### config.mk
export PLATFORM = sky130hd
export DESIGN_NAME = load_store_unit
export DESIGN_NICKNAME = d
export VERILOG_FILES = /design/src/rtl/lsu_pkg.sv /design/src/rtl/store_align.sv /design/src/rtl/load_store_unit.sv
export SDC_FILE = /design/constraint.sdc
export NUM_CORES = 1
export LEC_CHECK = 0
export BUFFER_PORTS_ARGS = -buffer_cell sky130_fd_sc_hd__buf_2
export CAP_MARGIN = 20
export CORE_AREA = 2 2 160 162
export CTS_CLUSTER_SIZE = 25
export DETAILED_ROUTE_END_ITERATION = 6
export DIE_AREA = 0 0 162 164
export HOLD_SLACK_MARGIN = 0.06
export PLACE_DENSITY = 0.66
export RECOVER_POWER = 100
export REMOVE_ABC_BUFFERS = 1
export SLEW_MARGIN = 25
export SYNTH_ARGS = -nofsm -noshare
export SYNTH_HDL_FRONTEND = slang
export SYNTH_SLANG_ARGS = --single-unit
export TNS_END_PERCENT = 1
### constraint.sdc
create_clock -name clk_i -period 5.7 [get_ports clk_i]
set_clock_uncertainty 0.2 [all_clocks]
set_input_delay 1.14 -clock clk_i [delete_from_list [all_inputs] [get_ports clk_i]]
set_output_delay 1.14 -clock clk_i [all_outputs]
set_load 0.005 [all_outputs]
### src/rtl/lsu_pkg.sv
// lsu_pkg -- shared definitions for the load/store unit.
//   * lsu_state_e        : FSM states of load_store_unit
//   * F3_*               : func3 encodings for loads and stores
//   * SIZE_*             : access size field (func3[1:0])
//   * store_misaligned() : store alignment check on func3 and address offset
package lsu_pkg;

  typedef enum logic [1:0] {
    IDLE   = 2'd0,
    ACCESS = 2'd1,
    RESP   = 2'd2
  } lsu_state_e;

  // Store func3 encodings
  localparam logic [2:0] F3_SB  = 3'b000;
  localparam logic [2:0] F3_SH  = 3'b001;
  localparam logic [2:0] F3_SW  = 3'b010;
  localparam logic [2:0] F3_SD  = 3'b011;

  // Load func3 encodings
  localparam logic [2:0] F3_LB  = 3'b000;
  localparam logic [2:0] F3_LH  = 3'b001;
  localparam logic [2:0] F3_LW  = 3'b010;
  localparam logic [2:0] F3_LD  = 3'b011;
  localparam logic [2:0] F3_LBU = 3'b100;
  localparam logic [2:0] F3_LHU = 3'b101;
  localparam logic [2:0] F3_LWU = 3'b110;

  // Access size; func3[2] only selects sign handling, which stores ignore.
  localparam logic [1:0] SIZE_B = 2'b00;
  localparam logic [1:0] SIZE_H = 2'b01;
  localparam logic [1:0] SIZE_W = 2'b10;
  localparam logic [1:0] SIZE_D = 2'b11;

  function automatic logic store_misaligned(input logic [2:0] func3,
                                            input logic [2:0] offset);
    logic mis;
    mis = 1'b0;
    case (func3[1:0])
      SIZE_B:  mis = 1'b0;
      SIZE_H:  mis = offset[0];
      SIZE_W:  mis = |offset[1:0];
      default: mis = |offset[2:0];
    endcase
    return mis;
  endfunction

endpackage

### src/rtl/store_align.sv
// store_align -- combinational store lane alignment.
//   size   in  2           access size (func3[1:0])
//   offset in  3           byte offset within the 64-bit word
//   wdata  in  DATA_WIDTH  store data, least-significant bytes used
//   be     out 8           byte enables shifted to the offset
//   lanes  out DATA_WIDTH  low store bytes replicated into every lane of their size
module store_align
  import lsu_pkg::*;
#(
  parameter int DATA_WIDTH = 64
) (
  input  logic [1:0]            size,
  input  logic [2:0]            offset,
  input  logic [DATA_WIDTH-1:0] wdata,
  output logic [7:0]            be,
  output logic [DATA_WIDTH-1:0] lanes
);

  localparam int LANES = DATA_WIDTH / 8;

  always_comb begin
    be = 8'h00;
    case (size)
      SIZE_B:  be = 8'b0000_0001 << offset;
      SIZE_H:  be = 8'b0000_0011 << offset;
      SIZE_W:  be = 8'b0000_1111 << offset;
      default: be = 8'hFF;
    endcase
  end

  // Replication means the memory only has to honour be; whichever lanes are
  // enabled already carry the right bytes.
  genvar gi;
  generate
    for (gi = 0; gi < LANES; gi++) begin : g_lane
      always_comb begin
        lanes[gi*8 +: 8] = wdata[7:0];
        case (size)
          SIZE_B:  lanes[gi*8 +: 8] = wdata[7:0];
          SIZE_H:  lanes[gi*8 +: 8] = wdata[(gi % 2)*8 +: 8];
          SIZE_W:  lanes[gi*8 +: 8] = wdata[(gi % 4)*8 +: 8];
          default: lanes[gi*8 +: 8] = wdata[(gi % 8)*8 +: 8];
        endcase
      end
    end
  endgenerate

endmodule

### src/rtl/load_store_unit.sv
// load_store_unit -- single-outstanding load/store unit (IDLE -> ACCESS -> RESP).
//   clk_i, rst_ni           clock; synchronous active-low reset
//   req_*                   request channel from the pipeline (ready only in IDLE)
//   mem_*                   data-memory channel (word-aligned address, byte enables)
//   rsp_*                   one-cycle response with raw word, offset and func3
//   store_addr_ma_o         misaligned store flag (valid with rsp_valid_o)
//   access_fault_o          access timeout flag (valid with rsp_valid_o)
// Optional feature: define LSU_TIMEOUT_EN to abort ACCESS after TIMEOUT_CYCLES
// cycles without ack; otherwise ACCESS waits forever and access_fault_o is 0.
module load_store_unit
  import lsu_pkg::*;
#(
  parameter int DATA_WIDTH     = 64,
  parameter int ADDR_WIDTH     = 64,
  parameter int TIMEOUT_CYCLES = 255
) (
  input  logic                  clk_i,
  input  logic                  rst_ni,
  input  logic                  req_valid_i,
  output logic                  req_ready_o,
  input  logic                  req_we_i,
  input  logic [2:0]            req_func3_i,
  input  logic [ADDR_WIDTH-1:0] req_addr_i,
  input  logic [DATA_WIDTH-1:0] req_wdata_i,
  output logic                  mem_req_o,
  output logic                  mem_we_o,
  output logic [ADDR_WIDTH-1:0] mem_addr_o,
  output logic [DATA_WIDTH-1:0] mem_wdata_o,
  output logic [7:0]            mem_be_o,
  input  logic                  mem_ack_i,
  input  logic [DATA_WIDTH-1:0] mem_rdata_i,
  output logic                  rsp_valid_o,
  output logic [DATA_WIDTH-1:0] rsp_data_o,
  output logic [2:0]            rsp_offset_o,
  output logic [2:0]            rsp_func3_o,
  output logic                  store_addr_ma_o,
  output logic                  access_fault_o
);

  lsu_state_e            state_reg, state_next;
  logic                  we_reg;
  logic [2:0]            func3_reg;
  logic [ADDR_WIDTH-1:0] addr_reg;
  logic [DATA_WIDTH-1:0] wdata_reg;
  logic [DATA_WIDTH-1:0] rdata_reg;
  logic                  ma_reg;

  logic                  in_access, in_resp;
  logic                  accept, req_mis, timeout_hit;
  logic [7:0]            align_be;
  logic [DATA_WIDTH-1:0] align_lanes;

  assign in_access = (state_reg == ACCESS);
  assign in_resp   = (state_reg == RESP);
  assign accept    = (state_reg == IDLE) && req_valid_i;
  assign req_mis   = req_we_i && store_misaligned(req_func3_i, req_addr_i[2:0]);

  // ---------------------------------------------------------------- FSM
  always_ff @(posedge clk_i) begin
    if (!rst_ni) state_reg <= IDLE;
    else         state_reg <= state_next;
  end

  always_comb begin
    state_next = state_reg;
    case (state_reg)
      IDLE:    if (req_valid_i) state_next = req_mis ? RESP : ACCESS;
      ACCESS:  if (mem_ack_i || timeout_hit) state_next = RESP;
      RESP:    state_next = IDLE;
      default: state_next = IDLE;
    endcase
  end

  // ---------------------------------------------------------------- datapath
  always_ff @(posedge clk_i) begin
    if (!rst_ni) begin
      we_reg    <= 1'b0;
      func3_reg <= 3'b000;
      addr_reg  <= '0;
      wdata_reg <= '0;
      rdata_reg <= '0;
      ma_reg    <= 1'b0;
    end else if (accept) begin
      we_reg    <= req_we_i;
      func3_reg <= req_func3_i;
      addr_reg  <= req_addr_i;
      wdata_reg <= req_wdata_i;
      rdata_reg <= '0;
      ma_reg    <= req_mis;
    end else if (in_access && mem_ack_i && !we_reg) begin
      // An ack in the expiry cycle still delivers data.
      rdata_reg <= mem_rdata_i;
    end
  end

  // ---------------------------------------------------------------- timeout
`ifdef LSU_TIMEOUT_EN
  localparam int CNT_W = $clog2(TIMEOUT_CYCLES + 1);

  logic [CNT_W-1:0] tcnt_reg;
  logic             fault_reg;

  // Held at zero outside ACCESS, so it is clear on every ACCESS entry.
  always_ff @(posedge clk_i) begin
    if (!rst_ni || !in_access) tcnt_reg <= '0;
    else                       tcnt_reg <= tcnt_reg + CNT_W'(1);
  end

  // True in the last permitted ACCESS cycle.
  assign timeout_hit = in_access && (tcnt_reg == CNT_W'(TIMEOUT_CYCLES - 1));

  always_ff @(posedge clk_i) begin
    if (!rst_ni || accept) fault_reg <= 1'b0;
    else if (timeout_hit && !mem_ack_i) fault_reg <= 1'b1;
  end

  assign access_fault_o = in_resp && fault_reg;
`else
  assign timeout_hit    = 1'b0;
  assign access_fault_o = 1'b0;
`endif

  // ---------------------------------------------------------------- outputs
  store_align #(
    .DATA_WIDTH(DATA_WIDTH)
  ) u_store_align (
    .size  (func3_reg[1:0]),
    .offset(addr_reg[2:0]),
    .wdata (wdata_reg),
    .be    (align_be),
    .lanes (align_lanes)
  );

  assign req_ready_o     = (state_reg == IDLE);
  assign mem_req_o       = in_access;
  assign mem_we_o        = in_access && we_reg;
  assign mem_addr_o      = in_access ? {addr_reg[ADDR_WIDTH-1:3], 3'b000} : '0;
  assign mem_be_o        = (in_access && we_reg) ? align_be : 8'h00;
  assign mem_wdata_o     = (in_access && we_reg) ? align_lanes : '0;

  assign rsp_valid_o     = in_resp;
  assign rsp_data_o      = in_resp ? rdata_reg : '0;
  assign rsp_offset_o    = in_resp ? addr_reg[2:0] : 3'b000;
  assign rsp_func3_o     = in_resp ? func3_reg : 3'b000;
  assign store_addr_ma_o = in_resp && ma_reg;

endmodule
==> results.ini, run 1 <==
[global_routing]
antenna_found_initial=6
grt_max_degree=79
overflow=0
grt_pass1_wl_mm=47.0
grt_pass1_vias=8653
grt_usage_pct=22.2

[die]
fp.dieH_um=164
rows=58
die_x_um=162
ioPinCount=412
dieArea_um2=26600
start_util_pct=38.1
coreArea_um2=24800

[sta]
period_needed_ns=4.53
tightest_slew_ns=3.59
rsz0062_at_grt=false
slew_headroom_pct=-139
finalHoldViolCount=0
slew_viol_final=201
max_freq_mhz=221
period_share_pct=79.4
setup-violations-final=0
tns_ns=0

[routing]
viasPerCell=4.93
route.detailed.drc=0
ant_nets=0
drt-initial-drc-count=735
drtPass1Iterations=5
wl_per_cell_um=16.0
drt_wl_total_mm=30.7
routed-via-count=9488

[critical_path]
cp_max_fo=78
crit_type=input pin to flip-flop
crit_slowest_cell=clkbuf_1
crit_chain=buf_2, nor3b_1, clkbuf_1, nand2_1, a21boi_0
cp.required_ns=5.86
critPathLaunchType=input pin
worstPathArrival_ns=4.69
worstSetupEndpointType=flip-flop
slowest_delay_ns=2.54

[power]
vdd_drop_max_uv=174
p_leak_nw=4.86
p_per_area_nw_per_um2=270
total_power_mw=3.21

[finish]
regArea_um2=3980
final_core_util_pct=47.9
syn_to_final_growth_pct=25.8
design_area_um2=11900
fillers=2648
drive_gt1_share_pct=20.3
multi_input_area_um2=4910
finalNonFillerCells=1925
final_net_count=1783

[place]
portBuffers=407
dp_hpwl_mm=20.6
place_inst=1889
postPlaceCellArea_um2=11500
gp_congestion=0.829

[clock_network]
cts_buffer_depth=2
clk_pin_slew_ns=0.08
insertion_delay_ns=0.42
cts_tree=built
postCtsSetupBuffers=0
cts-root-buf=clkbuf_16
cts_buffers=17
cts_hold_buf=0
cts-resized-gates=0
cts_sinks=199
cts.htree.levels=4

[synth]
ys_types=42
ys_seq_area_share_pct=42.1
ys_warn_count=0
synth_edf_count=0
synthArstFlopShare_pct=0
ys_ff_latch=199
ys.flop_type=dfxtp_1
avgSynthCellArea_um2=7.57
synth_area_um2=9450
synth_cells=1249

[min_path]
hp-class=flip-flop to flip-flop

[run]
cap_violations=3

[outcome]
violations=capacitance limit, slew limit
status=finished, violations left

power breakdown:
group / switching (mW) / internal [mW]
combinational: 0.259 / 0.162
clock: 0.629 / 0.634
sequential: 0.0551 / 1.47
total: 0.943 / 2.26
logic make-up after synthesis:
| group | after synthesis | share of synthesized area (%) |
|---|---|---|
| AOI/OAI and AO/OA | 284 | 19.9 |
| adders and majority gates | 5 | 0.662 |
| buffers and inverters | 116 | 6.05 |
| DFF | 199 | 42.1 |
| muxes | 17 | 1.80 |
| other | 1 | 0.0397 |
| and+or+nand+nor | 627 | 29.4 |
worst paths after layout:
| kind | to | start | depth (start not counted) | slack (ns) |
|---|---|---|---|---|
| hold / removal | rdata_reg[18]$_SDFFE_PP0P_ | rdata_reg[18]$_SDFFE_PP0P_ | 2 | 0.25 |
| setup / recovery | addr_reg[62]$_SDFFE_PN0P_ | req_valid_i | 5 | 1.17 |
| setup reg to reg | addr_reg[62]$_SDFFE_PN0P_ | state_reg[0]$_SDFFE_PN0P_ | 4 | 1.55 |
| hold reg to reg | rdata_reg[18]$_SDFFE_PP0P_ | rdata_reg[18]$_SDFFE_PP0P_ | 2 | 0.25 |
through the flow:
stage	hold WS [ns]	setup slack, ns
finish	0.251	1.17
global route	0.268	0.908
CTS	0.252	1.71
detailed placement	0.242	2.21
global placement	0.236	1.89
floorplan	0.230	-3.30
layout by cell type, fill, tap and decap left out, types with 9 or more instances in the layout:
cell / synthesis / layout
clkbuf_1: 50 / 133
a211oi_1: 17 / 17
buf_2: 43 / 270
a21oi_1: 104 / 104
clkbuf_16: 0 / 17
buf_4: 6 / 9
nor2_1: 44 / 44
and2_0: 0 / 37
a21boi_0: 53 / 131
nand2_1: 418 / 419
dfxtp_1: 199 / 199
and2_1: 132 / 95
mux2i_1: 17 / 17
cells in the mapped netlist, types with 4 or more instances:
cell type | instances | area, um^2
a211oi_1 | 17 | 128
inv_1 | 5 | 18.8
and2_1 | 132 | 826
a21boi_0 | 53 | 398
a21oi_1 | 104 | 521
buf_6 | 8 | 90.1
nor2_1 | 44 | 165
a21boi_1 | 79 | 593
ha_1 | 5 | 62.6
a221oi_1 | 8 | 70.1
nor3_1 | 8 | 40.0
and3_1 | 8 | 50.1
a22oi_1 | 8 | 60.1
nor2b_1 | 4 | 25.0
buf_1 | 4 | 15.0
clkbuf_1 | 50 | 188
dfxtp_1 | 199 | 3980
buf_4 | 6 | 45.0
mux2i_1 | 17 | 170
o21ai_0 | 4 | 20.0
nand2_1 | 418 | 1570
buf_2 | 43 | 215
o21a_1 | 4 | 30.0
per-layer routing:
layer | vias to the layer above | global-route usage (%) | wire length (um)
li1 | 4707 | - | -
met1 | 4389 | 28.4 | 13200
met2 | 332 | 36.1 | 14600
met3 | 58 | 5.61 | 2070
met4 | 2 | 8.49 | 850
met5 | - | 0 | 13
final cells by class:
type	count	area share, %
diodes	4	0.0842
clock inverters	14	1.45
flip-flops and latches	199	33.5
multi-input cells	937	41.3
well taps	330	3.47
repair buffers	418	16.4
inverters	5	0.158
clock buffers	18	3.61
worst max-delay path: cells and delay by family:
kind | cells | cell delay, ns
buffers and inverters | 2 | 2.62
AND/OR/NAND/NOR | 2 | 0.58
AO/OA/AOI/OAI | 1 | 0.29
(Power assumes the default switching activity.)
==> run 2, diff against run 1 <==
CORE_AREA = 2 2 161 163   (was 2 2 160 162)
DIE_AREA = 0 0 163 165   (was 0 0 162 164)
PLACE_DENSITY = 0.68   (was 0.66)
clock period = 4 ns   (was 5.7 ns; I/O delays follow)
==> run 2 against run 1 <==
  * The run still ends with capacitance limit, slew limit left
  * Sequential share of layout area is 0.25 points lower
  * Combinational power is 43% higher
  * Hold slack hardly changed
  * Critical endpoint is now wdata_reg[45]$_SDFFE_PN0P_
  * Sequential cell count stayed put
  * Critical path type unchanged
  * Wire length is 0.90% higher
==> results.ini, run 2 (same netlist as run 1, synthesis figures left out) <==
[clock_network]
cts_tree=built  ; unchanged
insertion_delay_ns=0.42  ; about the same
cts_buffer_depth=2  ; unchanged
cts.htree.levels=4  ; unchanged
cts_hold_buf=0  ; unchanged
cts-root-buf=clkbuf_16  ; unchanged
cts_buffers=17  ; unchanged
postCtsSetupBuffers=0  ; unchanged
clk_pin_slew_ns=0.08  ; about the same
cts_sinks=199  ; unchanged
cts-resized-gates=0  ; unchanged

[power]
p_int_mw=3.31  ; was 2.26 mW
seqPwrFrac_pct=46.7  ; was 47.5%
swShare_pct=28.7  ; was 29.4%
pwr-share-clk_pct=40.3  ; was 39.4%
p_leak_nw=4.92  ; was 4.86 nW
total_power_mw=4.64  ; was 3.21 mW
vdd_drop_max_uv=241  ; was 174 uV
combPwrFrac_pct=13.0  ; was 13.1%
p_per_area_nw_per_um2=387  ; was 270 nW/um^2
p_switching_mw=1.33  ; was 0.943 mW

[outcome]
violations=capacitance limit, slew limit  ; unchanged
status=finished, violations left  ; unchanged

[run]
cap_violations=2  ; was 3

[die]
fp.dieH_um=165  ; was 164 um
ioPinCount=412  ; unchanged
start_util_pct=37.8  ; was 38.1%
coreArea_um2=25000  ; was 24800 um^2
die_x_um=163  ; was 162 um
rows=58  ; unchanged
dieArea_um2=26900  ; was 26600 um^2

[finish]
final_net_count=1788  ; was 1783
layout_commonest_cell=nand2_1  ; unchanged
final_cell_mix=nand2_1 (419), buf_2 (278), dfxtp_1 (199), a21boi_0 (130), clkbuf_1 (127)  ; was nand2_1 (419), buf_2 (270), dfxtp_1 (199), clkbuf_1 (133), a21boi_0 (131)
finalNonFillerCells=1931  ; was 1925
syn_to_final_growth_pct=26.7  ; was 25.8%
drive_gt1_share_pct=20.8  ; was 20.3%

[routing]
ant_nets=0  ; unchanged
route.detailed.drc=0  ; unchanged
drt_wl_total_mm=31.0  ; was 30.7 mm
routed-via-count=9488  ; unchanged
drt-initial-drc-count=768  ; was 735
drtPass1Iterations=6  ; was 5
viasPerCell=4.91  ; was 4.93
wl_per_cell_um=16.1  ; was 16.0 um

[global_routing]
overflow=0  ; unchanged
grt_pass1_wl_mm=46.9  ; was 47.0 mm
grt_max_degree=133  ; was 79
antenna_found_initial=5  ; was 6
grt_usage_pct=22.1  ; was 22.2%
grt_pass1_vias=8809  ; was 8653

[sta]
period_needed_ns=3.72
finalHoldViolCount=0  ; unchanged
tns_ns=0  ; unchanged
slew_headroom_pct=-63.8  ; was -139%
max_freq_mhz=269
period_share_pct=92.9
slew_viol_final=175  ; was 201
fin_ws_ns=0.282  ; was 1.17 ns
tightest_slew_ns=2.46  ; was 3.59 ns
rsz0062_at_grt=false  ; unchanged
setup-violations-final=0  ; unchanged
holdWs_ns=0.251  ; about the same

[critical_path]
worstPathArrival_ns=3.86  ; was 4.69 ns
crit_type=input pin to flip-flop  ; unchanged
critPathLaunchType=input pin  ; unchanged
crit_slowest_cell=buf_2  ; was clkbuf_1
worstSetupEndpointType=flip-flop  ; unchanged
cp.required_ns=4.14  ; was 5.86 ns
slowest_delay_ns=1.75  ; was 2.54 ns
crit_chain=buf_2, nor3b_1, buf_2, nand2_1, a21boi_0  ; was buf_2, nor3b_1, clkbuf_1, nand2_1, a21boi_0
cp_common_cell=buf_2
cp_max_fo=132  ; was 78

[place]
dp_hpwl_mm=21.9  ; was 20.6 mm
place_inst=1894  ; was 1889
place_ws_ns=0.856  ; was 2.21 ns
gp_congestion=0.895  ; was 0.829
portBuffers=407  ; unchanged

[min_path]
hp-class=flip-flop to flip-flop  ; unchanged

==> run 2: final cells by class <==
| cell class | instances | area (um^2) |
|---|---|---|
| multi-input combinational | 937 | 4910 |
| antenna | 5 | 12.5 |
| tap | 330 | 413 |
| sequential | 199 | 3980 |
| timing repair buffer | 423 | 2000 |
| fill | 2643 | 13100 |
| clock inverter | 14 | 198 |
| clock buffer | 18 | 439 |
| inverter | 5 | 18.8 |
==> run 2: worst max-delay path, delay by kind of cell <==
kind	cells	cell delay, ns
AOI/OAI and AO/OA	1	0.29
buffers and inverters	2	1.83
and+or+nand+nor	2	0.76
==> run 2: routing by layer <==
| layer | global-route usage [%] | part of all wire [%] | wire length (um) |
|---|---|---|---|
| met5 | 0 | 0.042 | 13 |
| met1 | 28.2 | 43 | 13300 |
| met4 | 8.53 | 2.6 | 821 |
| met2 | 36.0 | 48 | 14900 |
| met3 | 5.40 | 6.5 | 2010 |
==> run 2: stage by stage <==
stage	instance area [um^2]	util, %
final	12000	47.8
after global routing	12000	47.8
after CTS	12200	48.6
after detailed placement	11500	46.1
after global placement	11500	46.1
after floorplan	8910	-
==> run 2: path summary, 6_finish.rpt <==
check        depth (start not counted)                    endpoint                       start  slack (ns)
max                                  5  wdata_reg[45]$_SDFFE_PN0P_                 req_valid_i        0.28
min                                  2  rdata_reg[31]$_SDFFE_PP0P_  rdata_reg[31]$_SDFFE_PP0P_        0.25
max reg2reg                          4  wdata_reg[45]$_SDFFE_PN0P_   state_reg[0]$_SDFFE_PN0P_        0.33
min reg2reg                          2  rdata_reg[31]$_SDFFE_PP0P_  rdata_reg[31]$_SDFFE_PP0P_        0.25
==> run 2: power groups by stage <==
| stage | Combinational [mW] | Clock [mW] | Sequential, mW |
|---|---|---|---|
| 2_1_floorplan | 0.367 | 0 | 2.19 |
| 3_3_place_gp | 0.613 | 0 | 2.21 |
| 3_5_place_dp | 0.620 | 0 | 2.21 |
| 4_1_cts | 0.622 | 1.92 | 2.17 |
| 5_1_grt | 0.677 | 2.00 | 2.18 |
| 6_report | 0.602 | 1.87 | 2.17 |
==> run 3, diff against run 2 <==
CORE_AREA = 2 2 162 164   (was 2 2 161 163)
CTS_BUF_LIST = sky130_fd_sc_hd__clkbuf_4 sky130_fd_sc_hd__clkbuf_8   (was not set)
DIE_AREA = 0 0 164 166   (was 0 0 163 165)
==> run 3 against run 2 <==
  * The flow still finishes with violations (capacitance limit, slew limit)
  * Sequential share of layout area rose by 0.33 points
  * Wire length up 0.82%
  * Hold slack improved by 0.0072 ns
  * Non-clock buffer count rose by 1
  * Clock-buffer cell count did not move
  * Sequential power is essentially flat
  * Combinational power up 0.7%
  * Total power is 9.0% lower
  * Final cell count is 0.78% higher
  * Largest cell class unchanged
  * Clock power down 23%
  * Critical path depth rose by 2
  * Utilization down 1.5 points
==> results.ini, run 3 (same netlist as run 1, synthesis figures left out) <==
[outcome]
status=finished, violations left  ; unchanged
violations=capacitance limit, slew limit  ; unchanged

[routing]
wl_per_cell_um=16.1  ; about the same
highest_layer=met5  ; unchanged
route.met2.wl_mm=14.7  ; was 14.9 mm
route.detailed.drc=0  ; unchanged
met3_wirelength_mm=2.11  ; was 2.01 mm
drtPass1Iterations=7  ; was 6
drt_wl_total_mm=31.3  ; was 31.0 mm
ant_nets=0  ; unchanged
viasPerCell=4.87  ; was 4.91
wl_met1_mm=13.4  ; was 13.3 mm
drt-initial-drc-count=637  ; was 768
routed-via-count=9485  ; was 9488

[finish]
design_area_um2=11900  ; was 12000 um^2
drive_gt1_share_pct=22.7  ; was 20.8%
syn_to_final_growth_pct=25.5  ; was 26.7%
final_net_count=1789  ; was 1788
layout_commonest_cell=nand2_1  ; unchanged
final_cell_mix=nand2_1 (419), buf_2 (301), dfxtp_1 (199), a21boi_0 (132), a21oi_1 (104)  ; was nand2_1 (419), buf_2 (278), dfxtp_1 (199), a21boi_0 (130), clkbuf_1 (127)

[critical_path]
worstSetupEndpointType=primary output  ; was flip-flop
cp.required_ns=3.00  ; was 4.14 ns
cp_top_family=buffers and inverters  ; unchanged
crit_path_start=func3_reg[0]$_SDFFE_PN0P_  ; was req_valid_i
r2r-start=state_reg[1]$_SDFFE_PN0P_  ; was state_reg[0]$_SDFFE_PN0P_
ff2ff_path_depth=4  ; unchanged
crit_type=flip-flop to primary output  ; was input pin to flip-flop
cp_max_fo=25  ; was 132
critPathLaunchType=flip-flop  ; was input pin
slowest_delay_ns=0.50  ; was 1.75 ns
crit_buf_inv=3  ; was 2
worstPathArrival_ns=2.59  ; was 3.86 ns
rrSetupSlack_ns=0.48  ; was 0.33 ns
r2r_end=wdata_reg[28]$_SDFFE_PN0P_  ; was wdata_reg[45]$_SDFFE_PN0P_
crit_slowest_cell=clkbuf_2  ; was buf_2
crit_chain=inv_1, ha_1, clkbuf_2, or2_2, nand2_1, a211oi_1, buf_2  ; was buf_2, nor3b_1, buf_2, nand2_1, a21boi_0

[sta]
slew_viol_final=200  ; was 175
max_freq_mhz=278  ; was 269 MHz
period_needed_ns=3.59  ; was 3.72 ns
rsz0062_at_grt=false  ; unchanged
finalHoldViolCount=0  ; unchanged
tightest_slew_ns=2.59  ; was 2.46 ns
fin_ws_ns=0.408  ; was 0.282 ns
tns_ns=0  ; unchanged
setup-violations-final=0  ; unchanged
period_share_pct=89.8  ; was 92.9%
slew_headroom_pct=-72.9  ; was -63.8%
holdWs_ns=0.258  ; was 0.251 ns

[global_routing]
grt_usage_pct=22.2  ; was 22.1%
grt_pass1_wl_mm=48.1  ; was 46.9 mm
grt_max_degree=135  ; was 133
antenna_found_initial=15  ; was 5
overflow=0  ; unchanged
grt_pass1_vias=9065  ; was 8809

[min_path]
min_from=rdata_reg[48]$_SDFFE_PP0P_  ; was rdata_reg[31]$_SDFFE_PP0P_
hp-class=flip-flop to flip-flop  ; unchanged
hold_path_depth=2  ; unchanged
hold_end=rdata_reg[48]$_SDFFE_PP0P_  ; was rdata_reg[31]$_SDFFE_PP0P_

[clock_network]
cts_sinks=199  ; unchanged
cts-resized-gates=0  ; unchanged
clk_pin_slew_ns=0.11  ; was 0.08 ns
postCtsSetupBuffers=0  ; unchanged
insertion_delay_ns=0.44  ; was 0.42 ns
cts_hold_buf=0  ; unchanged
cts_buffer_depth=2  ; unchanged
cts-root-buf=clkbuf_8  ; was clkbuf_16
cts_tree=built  ; unchanged
cts_buffers=17  ; unchanged
cts.htree.levels=4  ; unchanged

[place]
postPlaceCellArea_um2=11600  ; was 11500 um^2
place_ws_ns=0.957  ; was 0.856 ns
dp_hpwl_mm=21.8  ; was 21.9 mm
portBuffers=407  ; unchanged
gp_congestion=0.891  ; was 0.895

[power]
p_per_area_nw_per_um2=356  ; was 387 nW/um^2
vdd_drop_max_uv=227  ; was 241 uV
p_leak_nw=4.96  ; was 4.92 nW

[die]
dieArea_um2=27200  ; was 26900 um^2
coreArea_um2=25600  ; was 25000 um^2
start_util_pct=36.9  ; was 37.8%
fp.dieH_um=166  ; was 165 um
rows=59  ; was 58
ioPinCount=412  ; unchanged
die_x_um=164  ; was 163 um

[run]
cap_violations=2  ; unchanged

run 3: worst max-delay path by stage:
| stage | cells past startpoint | slack [ns] | endpoint |
|---|---|---|---|
| floorplan | 2 | -4.66 | state_reg[0]$_SDFFE_PN0P_ |
| global placement | 5 | 1.01 | mem_wdata_o[40] |
| detailed placement | 5 | 0.96 | mem_wdata_o[40] |
| CTS | 5 | 0.42 | mem_wdata_o[40] |
| global route | 4 | 0.18 | mem_wdata_o[7] |
| finish | 7 | 0.41 | mem_wdata_o[55] |
run 3: power breakdown:
| part | total, mW | switching (mW) | leakage (nW) | internal, mW |
|---|---|---|---|---|
| Sequential | 2.17 | 0.0798 | 1.63 | 2.09 |
| Clock | 1.44 | 0.828 | 0.223 | 0.614 |
| Combinational | 0.606 | 0.373 | 3.12 | 0.234 |
run 3: final cells by class:
class | count | area [um^2]
flip-flops and latches | 199 | 3980
clock buffers | 18 | 248
multi-input cells | 937 | 4910
fillers | 2659 | 13800
repair buffers | 424 | 2040
diodes | 14 | 35.0
well taps | 335 | 419
clock inverters | 14 | 198
inverters | 5 | 18.8
run 3: routing by layer:
| metal | track usage (%) | vias up |
|---|---|---|
| met5 | 0 | - |
| met4 | 10.3 | 4 |
| met3 | 6.19 | 67 |
| met2 | 34.5 | 309 |
| met1 | 28.6 | 4370 |
| li1 | - | 4735 |
run 3: through the flow:
| step | instances | power, mW | utilization [%] |
|---|---|---|---|
| 6_report | 1946 | 4.22 | 46.3 |
| 5_1_grt | 1942 | 4.44 | 46.3 |
| 4_1_cts | 1932 | 4.30 | 46.9 |
| 3_5_place_dp | 1900 | 2.84 | 45.1 |
| 3_3_place_gp | 1900 | 2.83 | 45.1 |
| 2_1_floorplan | 1141 | 2.56 | - |
run 3: worst reg2reg max path, cell delays in order, from the launching register on:
cell	delay (ns)
dfxtp_1	0.40
nor3b_1	0.22
buf_2	1.82
nand2_1	0.55
a21boi_0	0.27
